$ cat src/rtl/sweep_pkg.sv
// Shared types and constants for the truth-table sweeper.
// to_gray is used when SWEEP_GRAY_ORDER_EN is defined.
package sweep_pkg;

  typedef enum logic [1:0] {
    StIdle,
    StApply,
    StFinish
  } state_e;

  localparam int unsigned N_IN_DEF   = 4;
  localparam int unsigned SETTLE_DEF = 4;

  function automatic logic [31:0] to_gray(input logic [31:0] bin);
    return bin ^ (bin >> 1);
  endfunction

endpackage

$ cat src/rtl/sweep_step_gen.sv
// Step/hold counters for the sweeper; emits the applied code, capture strobe and last-step flag.
// Define SWEEP_GRAY_ORDER_EN to apply codes in Gray order instead of binary order.
module sweep_step_gen
  import sweep_pkg::*;
#(
  parameter int unsigned N_IN          = N_IN_DEF,
  parameter int unsigned SETTLE_CYCLES = SETTLE_DEF
) (
  input  logic            clk,
  input  logic            rst_n,
  input  logic            clear,
  input  logic            run,
  output logic [N_IN-1:0] code,
  output logic            capture,
  output logic            last
);

  localparam int unsigned HoldW = (SETTLE_CYCLES > 1) ? $clog2(SETTLE_CYCLES) : 1;
  localparam logic [HoldW-1:0] HoldMax = HoldW'(SETTLE_CYCLES - 1);
  localparam logic [N_IN-1:0]  StepMax = '1;

  logic [N_IN-1:0]  step_q;
  logic [N_IN-1:0]  step_nxt;
  logic [N_IN-1:0]  code_nxt;
  logic [HoldW-1:0] hold_q;

  assign capture  = run && (hold_q == HoldMax);
  assign last     = (step_q == StepMax);
  assign step_nxt = step_q + N_IN'(1);

`ifdef SWEEP_GRAY_ORDER_EN
  assign code_nxt = N_IN'(to_gray(32'(step_nxt)));
`else
  assign code_nxt = step_nxt;
`endif

  // Code 0 is the first vector in both orders, so clear loads zero directly.
  always_ff @(posedge clk or negedge rst_n) begin
    if (!rst_n) begin
      step_q <= '0;
      hold_q <= '0;
      code   <= '0;
    end else if (clear) begin
      step_q <= '0;
      hold_q <= '0;
      code   <= '0;
    end else if (run) begin
      if (capture) begin
        hold_q <= '0;
        if (!last) begin
          step_q <= step_nxt;
          code   <= code_nxt;
        end
      end else begin
        hold_q <= hold_q + HoldW'(1);
      end
    end
  end

endmodule

$ cat src/rtl/truth_table_sweeper.sv
// Sweeps a combinational function through all input codes and checks the measured truth table.
// Define SWEEP_GRAY_ORDER_EN for Gray-ordered application (results are order-independent).
module truth_table_sweeper
  import sweep_pkg::*;
#(
  parameter int unsigned N_IN          = N_IN_DEF,
  parameter int unsigned SETTLE_CYCLES = SETTLE_DEF
) (
  input  logic                 clk,
  input  logic                 rst_n,
  input  logic                 start,
  input  logic                 abort,
  input  logic [2**N_IN-1:0]   expected,
  output logic [N_IN-1:0]      dut_in,
  input  logic                 dut_out,
  output logic                 busy,
  output logic                 done,
  output logic                 pass,
  output logic [2**N_IN-1:0]   table_out,
  output logic [N_IN:0]        mismatch_cnt
);

  localparam int unsigned Entries = 2 ** N_IN;

  state_e             state_q;
  logic [Entries-1:0] exp_q;
  logic               clear;
  logic               run;
  logic               capture;
  logic               last;
  logic               miss;
  logic [N_IN:0]      mism_nxt;

  assign clear    = (state_q == StIdle) && start;
  assign run      = (state_q == StApply) && !abort;
  assign miss     = (dut_out != exp_q[dut_in]);
  assign mism_nxt = mismatch_cnt + (N_IN + 1)'(miss);

  sweep_step_gen #(
    .N_IN          (N_IN),
    .SETTLE_CYCLES (SETTLE_CYCLES)
  ) u_step_gen (
    .clk     (clk),
    .rst_n   (rst_n),
    .clear   (clear),
    .run     (run),
    .code    (dut_in),
    .capture (capture),
    .last    (last)
  );

  always_ff @(posedge clk or negedge rst_n) begin
    if (!rst_n) begin
      state_q      <= StIdle;
      exp_q        <= '0;
      busy         <= 1'b0;
      done         <= 1'b0;
      pass         <= 1'b0;
      table_out    <= '0;
      mismatch_cnt <= '0;
    end else begin
      done <= 1'b0;
      unique case (state_q)
        StIdle: begin
          if (start) begin
            exp_q        <= expected;
            table_out    <= '0;
            mismatch_cnt <= '0;
            busy         <= 1'b1;
            pass         <= 1'b0;
            state_q      <= StApply;
          end
        end
        StApply: begin
          if (abort) begin
            busy    <= 1'b0;
            pass    <= 1'b0;
            state_q <= StIdle;
          end else if (capture) begin
            table_out[dut_in] <= dut_out;
            mismatch_cnt      <= mism_nxt;
            if (last) begin
              // pass must include this final capture, hence mism_nxt
              busy    <= 1'b0;
              done    <= 1'b1;
              pass    <= (mism_nxt == '0);
              state_q <= StFinish;
            end
          end
        end
        StFinish: begin
          if (abort) pass <= 1'b0;
          state_q <= StIdle;
        end
        default: state_q <= StIdle;
      endcase
    end
  end

endmodule

$ cat config.mk
export PLATFORM = sky130hd
export DESIGN_NAME = truth_table_sweeper
export DESIGN_NICKNAME = d
export VERILOG_FILES = /design/src/rtl/sweep_pkg.sv /design/src/rtl/sweep_step_gen.sv /design/src/rtl/truth_table_sweeper.sv
export SDC_FILE = /design/constraint.sdc
export NUM_CORES = 1
export LEC_CHECK = 0
export ABC_AREA = 1
export BUFFER_PORTS_ARGS = -buffer_cell sky130_fd_sc_hd__buf_2
export CAP_MARGIN = 20
export CORE_UTILIZATION = 55
export CTS_CLUSTER_DIAMETER = 40
export DETAILED_ROUTE_END_ITERATION = 10
export PLACE_DENSITY_LB_ADDON = 0.12
export SKIP_LAST_GASP = 1
export SYNTH_ARGS = -nofsm -noshare
export SYNTH_HDL_FRONTEND = slang
export SYNTH_SLANG_ARGS = --single-unit
$ cat constraint.sdc
create_clock -name clk -period 4.15 [get_ports clk]
set_input_delay 0.2075 -clock clk [delete_from_list [all_inputs] [get_ports clk]]
set_output_delay 0.2075 -clock clk [all_outputs]
set_load 0.1 [all_outputs]
==> impl_metrics.py, run 1 <==
metrics = {
    "run_status": {
        "status": "finished clean",
    },
    "power_and_ir_drop": {
        "combPwrFrac_pct": 27.6,
        "internal-power_mw": 0.739,
        "p_per_area_nw_per_um2": 411,
        "p_sw_mw": 0.409,
        "clockPowerShare_pct": 25.0,
        "sw_frac_of_total_pct": 35.6,
        "vdd.ir_drop.worst_uv": 246,
        "power_leakage_nw": 1.52,
        "sequentialPowerShare_pct": 47.4,
    },
    "cells_and_area": {
        "final_core_util_pct": 68.0,
        "fill_cells": 347,
        "fin_nets": 378,
        "syn_to_final_growth_pct": 15.3,
        "antenna_cells": 0,
        "fin_area_um2": 2800,
        "drive_gt1_share_pct": 17.4,
    },
    "synth": {
        "yosysUniqueCellTypes": 24,
        "synthSimpleGateAreaFrac_pct": 20.8,
        "async_reset_ff_share_pct": 100,
        "synth_area_um2": 2420,
        "ys.flop_type": "dfrtp_1",
        "muxShareOfSynthArea_pct": 0,
        "synth_top_family_by_area": "simple AND/OR/NAND/NOR gates",
        "ys_seq_area_share_pct": 49.5,
        "synthXorXnorAreaFrac_pct": 1.44,
        "ys_seq_elements": 48,
        "yosysMostFrequentCell": "nand2_1",
        "synth_area_per_cell_um2": 8.03,
        "synthTopCellsByArea": "dfrtp_1 50%, nand2_1 12%, inv_1 7.6%, o21ai_0 6.4%, ha_1 3.6%",
        "synth_top_cell_area_share_pct": 49.5,
        "syn_nets": 330,
        "synthAdderAreaFrac_pct": 3.61,
        "synth_compound_area_share_pct": 14.4,
        "ys_warn_count": 0,
        "synth_top_cells_by_count": "80 x nand2_1, 49 x inv_1, 48 x dfrtp_1, 31 x o21ai_0, 17 x nor2_1",
        "synth-edff-count": 0,
        "yosys.area.top_type": "dfrtp_1",
        "synth_cells": 302,
    },
    "min_path": {
        "hold_class": "input port to register",
    },
    "floorplanning": {
        "die-area_um2": 4680,
        "die-height_um": 68.4,
        "core_area_um2": 4120,
        "initial_core_util_pct": 58.9,
        "io_pins": 49,
        "rows": 23,
        "die_w_um": 68.4,
    },
    "detailed_routing": {
        "drt_iter0_drc": 177,
        "dr.pass1.iters": 4,
        "wirelength_um": 5010,
        "post-route-drc-count": 0,
        "antenna_left": 0,
        "vias": 2039,
        "drt-vias-per-instance": 5.08,
        "post_drt_wl_per_cell_um": 12.5,
    },
    "clocking": {
        "htreeDepth": 2,
        "postCtsHoldBufs": 0,
        "cts_setup_buffers": 0,
        "cts_tree": "done",
        "cts_buffers": 5,
        "cts_buffer_depth": 2,
        "clkTransAtPathRegs_ns": 0.08,
        "clk_latency_ns": 0.31,
        "clock_sinks": 48,
        "cts_resized": 0,
        "cts_root_buf": "clkbuf_8",
    },
    "global_routing": {
        "antenna_found_initial": 0,
        "grt_max_degree": 49,
        "track_usage_pct": 24.6,
        "grt_pass1_wl_um": 8310,
        "grt_pass1_vias": 1844,
        "grt-ovfl-total": 0,
    },
    "setup_path": {
        "crit_chain": "inv_1 > nand2_1 > nand3_1 > nand2_1 > nand2_1 > nand2_1 > nor3_1 > nor2_1 > ha_1 > ha_1 > nand3_1 > xor2_1 > inv_1 > nand3_1 > nand2_1 > o21ai_0 > inv_1",
        "crit_fanout": 13,
        "crit_path_top_delay_cell": "dfrtp_1",
        "required_ns": 4.35,
        "critPathCaptureType": "register",
        "critPathArrivalTime_ns": 2.74,
        "slowest_delay_ns": 0.50,
        "critPathKind": "register to register",
        "cp-start-kind": "register",
        "crit_path_frequent_cell": "nand2_1",
    },
    "timing": {
        "max_slew_margin_pct": 45.4,
        "post-route-min-period_ns": 2.54,
        "hold_viol": 0,
        "tightest_slew_ns": 0.818,
        "clock.fmax_ghz": 0.394,
        "finalClockSkew_ns": 0.00464,
        "grt_setup_unrepaired": "false",
        "finalSetupViolations": 0,
        "maxSlewViolCount": 0,
        "final.setup.tns_ns": 0,
        "finalCritPeriodShare_pct": 61.2,
    },
    "job": {
        "drv_cap": 0,
    },
    "placement": {
        "placedInstanceArea_um2": 2670,
        "routabilityCongestion": 0.776,
        "portBuffers": 48,
        "hpwl_um": 3510,
    },
}
## cell families after synthesis
group	count (synthesis)
simple gates	120
xor+xnor	4
flops	48
fa+ha+maj	7
compound gates	64
buf+inv	59
## worst max-delay path: cells and delay by family (launching register included)
kind	cells	cell delay, ns
compound gates	1	0.06
fa+ha+maj	2	0.39
simple gates	10	0.85
flops	1	0.50
xor+xnor	1	0.16
buf+inv	3	0.45
## through the flow
| stage | total power, mW | hold WS [ns] | cells | setup slack (ns) |
|---|---|---|---|---|
| floorplan | 0.800 | -0.0881 | 302 | 1.16 |
| global placement | 0.861 | 0.412 | 391 | 1.76 |
| detailed placement | 0.865 | 0.420 | 391 | 1.66 |
| CTS | 1.15 | 0.100 | 399 | 1.63 |
| global route | 1.22 | 0.108 | 401 | 1.34 |
| finish | 1.15 | 0.101 | 401 | 1.61 |
## cell type report
cell class / count / area, um2 / area share (%)
Sequential cell: 48 / 1200 / 43.0
Multi-Input combinational cell: 195 / 977 / 34.9
Timing Repair Buffer: 50 / 278 / 9.93
Inverter: 50 / 188 / 6.71
Clock buffer: 8 / 90.1 / 3.22
Tap cell: 50 / 62.6 / 2.24
## registers in the layout, indices dropped and copies added, names as in the netlist
register,count
mismatch_cnt,5
u_step_gen.code,4
done,1
u_step_gen.hold_q,2
state_q,2
table_out,16
busy,1
pass,1
exp_q,16
## layout by cell type (no fill, tap or decap)
cell type | synthesis | routed
buf_16 | 0 | 1
ha_1 | 7 | 7
xor2_1 | 3 | 3
nand2_4 | 3 | 3
nand2_2 | 1 | 1
o22ai_1 | 10 | 10
o21ai_0 | 31 | 31
clkbuf_1 | 2 | 2
a31oi_1 | 1 | 1
nand2_1 | 80 | 80
nor2_1 | 17 | 17
inv_2 | 1 | 1
dfrtp_1 | 48 | 48
clkbuf_8 | 0 | 6
nor3_1 | 3 | 3
a21oi_1 | 15 | 15
nor2_4 | 1 | 1
a211oi_1 | 1 | 1
nand3_1 | 15 | 15
o21ai_1 | 1 | 1
inv_1 | 49 | 49
dlygate4sd3_1 | 0 | 1
buf_2 | 5 | 48
o31ai_1 | 5 | 5
xnor2_1 | 1 | 1
## final timing paths
check | from | end | slack (ns) | cells after the start
min | expected[5] | exp_q[5]$_DFFE_PN0P_ | 0.10 | 3
max | u_step_gen.code[0]$_DFFE_PN0P_ | pass$_DFFE_PN0P_ | 1.61 | 17
min in group asynchronous | rst_n | exp_q[9]$_DFFE_PN0P_ | 0.44 | 2
max in group asynchronous | rst_n | done$_DFF_PN0_ | 3.18 | 3
max reg2reg | u_step_gen.code[0]$_DFFE_PN0P_ | pass$_DFFE_PN0P_ | 1.61 | 17
min reg2reg | table_out[10]$_DFFE_PN0P_ | table_out[10]$_DFFE_PN0P_ | 0.48 | 2
## metal layers
layer  vias to the layer above  global-route usage, %  share of wire (%)
li1                       1051                      -                  -
met3                         5                   4.33                4.1
met4                         0                   10.7                1.1
met1                       945                   33.7                 49
met2                        38                   37.9                 46
met5                         -                      0                  0
## power by group through the flow
stage / Sequential, mW / Combinational, mW / Clock [mW]
2_1_floorplan: 0.633 / 0.167 / 0
3_3_place_gp: 0.552 / 0.309 / 0
3_5_place_dp: 0.554 / 0.311 / 0
4_1_cts: 0.544 / 0.314 / 0.293
5_1_grt: 0.551 / 0.356 / 0.310
6_report: 0.544 / 0.317 / 0.287
No activity file was read; power rests on OpenSTA's default activity.
==> run 2, diff against run 1 <==
Settings changed: CORE_UTILIZATION 55 to 49.
Clock period 4.15 ns to 2.1 ns, I/O delays scaled along.
==> run 2 against run 1 <==
Effect of this change: the run now ends with negative setup slack left; first-iteration DRC count down 27%; non-clock buffer count is 19 higher; combinational power rose by 120%; die area up 12%; worst hold slack got worse by 0.10 ns; critical path depth did not move; sequential share of layout area shrank 3.8 points; clock-buffer cell count fell by 3; sequential cell count unchanged; sequential power up 99%; largest cell class unchanged; highest routed layer unchanged.
==> impl_metrics.py, run 2 (synthesized netlist as in run 1, its figures left out) <==
metrics = {
    "setup_path": {
        "path_buf_inv": 4,
        "reg2reg_depth": 17,
        "timing.rr.end": "mismatch_cnt[4]$_DFFE_PN0P_",
        "cp-start-kind": "register",
        "critPathKind": "register to register",
        "slowest_delay_ns": 0.56,
        "required_ns": 2.34,
        "critPathCaptureType": "register",
        "crit_path_frequent_cell": "nor2_1",
        "critPathArrivalTime_ns": 2.52,
        "crit_chain": "buf_6 > nand2_2 > nand3_2 > nand2_1 > nand2_1 > nand2_2 > nor2_1 > nor2_1 > nor2_1 > ha_2 > ha_4 > nand3_2 > xor2_1 > inv_1 > buf_4 > buf_6 > o22ai_2",
        "timing.rr.start": "u_step_gen.code[0]$_DFFE_PN0P_",
        "reg2reg_slack_ns": -0.18,
        "crit_path_top_delay_cell": "dfrtp_4",
        "crit_fanout": 8,
        "crit_family": "simple AND/OR/NAND/NOR gates",
    },
    "run_status": {
        "violations": "negative setup slack",
        "status": "finished, violations left",
    },
    "timing": {
        "max_slew_margin_pct": 60.9,
        "setup_ws_ns": -0.179,
        "clock.fmax_ghz": 0.439,
        "grt_setup_unrepaired": "true",
        "tightest_slew_ns": 0.586,
        "finalSetupViolations": 3,
        "post-route-min-period_ns": 2.28,
        "maxSlewViolCount": 0,
        "hold_viol": 0,
        "finalCritPeriodShare_pct": 109,
        "finalClockSkew_ns": 0.00941,
    },
    "cells_and_area": {
        "final_core_util_pct": 65.0,
        "syn_to_final_growth_pct": 27.5,
        "fin_nets": 398,
        "layout_commonest_cell": "nand2_1",
        "fill_cells": 429,
        "mostFrequentLayoutCells": "72 x nand2_1, 48 x inv_1, 48 x buf_2",
        "antenna_cells": 0,
        "drive_gt1_share_pct": 28.0,
        "reg.largest.list": "exp_q: 16 flops, table_out: 16 flops, mismatch_cnt: 5 flops",
    },
    "clocking": {
        "cts_buffer_depth": 2,
        "cts_buffers": 5,
        "cts_root_buf": "clkbuf_8",
        "cts_tree": "done",
        "clock_sinks": 48,
        "clkTransAtPathRegs_ns": 0.10,
        "htreeDepth": 2,
        "clk_latency_ns": 0.31,
    },
    "min_path": {
        "hold_start": "expected[11]",
        "whs_path_depth": 3,
        "hold_class": "input port to register",
        "min_to": "exp_q[11]$_DFFE_PN0P_",
    },
    "floorplanning": {
        "initial_core_util_pct": 51.0,
        "io_pins": 49,
        "die-area_um2": 5230,
        "core_area_um2": 4750,
        "die-height_um": 72.3,
        "rows": 25,
        "die_w_um": 72.3,
    },
    "detailed_routing": {
        "post-route-drc-count": 0,
        "drt_iter0_drc": 129,
        "antenna_left": 0,
        "post_drt_wl_per_cell_um": 13.2,
        "vias": 2211,
        "drt-vias-per-instance": 5.05,
        "dr.pass1.iters": 7,
        "wirelength_um": 5780,
    },
    "global_routing": {
        "track_usage_pct": 23.6,
        "grt-ovfl-total": 0,
        "grt_pass1_wl_um": 9560,
        "antenna_found_initial": 0,
        "grt_max_degree": 31,
        "grt_pass1_vias": 2131,
    },
    "job": {
        "drv_cap": 0,
    },
    "power_and_ir_drop": {
        "report.power.total_mw": 2.46,
        "power_leakage_nw": 1.62,
        "p_per_area_nw_per_um2": 796,
        "vdd.ir_drop.worst_uv": 510,
    },
    "placement": {
        "hpwl_um": 4010,
        "portBuffers": 48,
        "routabilityCongestion": 0.881,
    },
}
run 2: power by group:
part           switching (mW)  internal (mW)
clock network           0.323          0.353
registers              0.0529           1.03
logic                   0.499          0.202
total                   0.876           1.58
run 2: area by class of cell:
type	count	area [um2]	share of cell area, %
clock buffer	5	68.8	2.23
timing repair buffer	69	428	13.8
tap	67	83.8	2.71
sequential	48	1210	39.1
clock inverter	3	42.5	1.38
inverter	50	193	6.23
timing repair inverter	1	6.26	0.202
multi-input combinational	195	1060	34.3
run 2: repair_timing:
action | in CTS | in global routing
endpoints found under the setup margin | 1 | 4
hold buffers | 4 | 0
endpoints found under the hold margin | 27 | 0
gates cloned | 0 | 1
gates resized for setup | 7 | 15
pin swaps | 2 | 3
buffers inserted | 3 | 2
run 2: worst max path at each step:
stage	start	endpoint	slack, ns	cells past startpoint
floorplan	u_step_gen.code[0]$_DFFE_PN0P_	pass$_DFFE_PN0P_	-0.32	20
global placement	u_step_gen.code[0]$_DFFE_PN0P_	pass$_DFFE_PN0P_	-0.006	18
detailed placement	u_step_gen.code[0]$_DFFE_PN0P_	pass$_DFFE_PN0P_	-0.08	16
CTS	u_step_gen.code[0]$_DFFE_PN0P_	pass$_DFFE_PN0P_	-0.08	18
global route	u_step_gen.code[0]$_DFFE_PN0P_	pass$_DFFE_PN0P_	-0.36	18
finish	u_step_gen.code[0]$_DFFE_PN0P_	mismatch_cnt[4]$_DFFE_PN0P_	-0.18	17
run 2: metal layers:
metal  vias up  GRT usage, %  share of wire, %
met1      1046          31.6                48
met3        12          5.14               3.9
li1       1096             -                 -
met5         -             0                 0
met2        57          37.7                46
met4         0          8.71               1.9
run 2: tightest hold or removal path: cells and delay by family:
kind | cells | cell delay [ns]
AOI/OAI and AO/OA | 1 | 0.05
buffers and inverters | 1 | 0.08
and+or+nand+nor | 1 | 0.04
run 2: through the flow:
stage	setup TNS, ns	std cells	hold WS (ns)	cell area, um2	setup slack, ns
floorplan	-0.717	302	-0.191	2470	-0.324
global placement	-0.00647	420	0.139	2820	-0.00647
detailed placement	-0.0772	420	0.136	2820	-0.0772
CTS	-0.0889	435	0.00169	3020	-0.0756
global route	-1.30	438	0.00810	3090	-0.364
finish	-0.311	438	0.000399	3090	-0.179
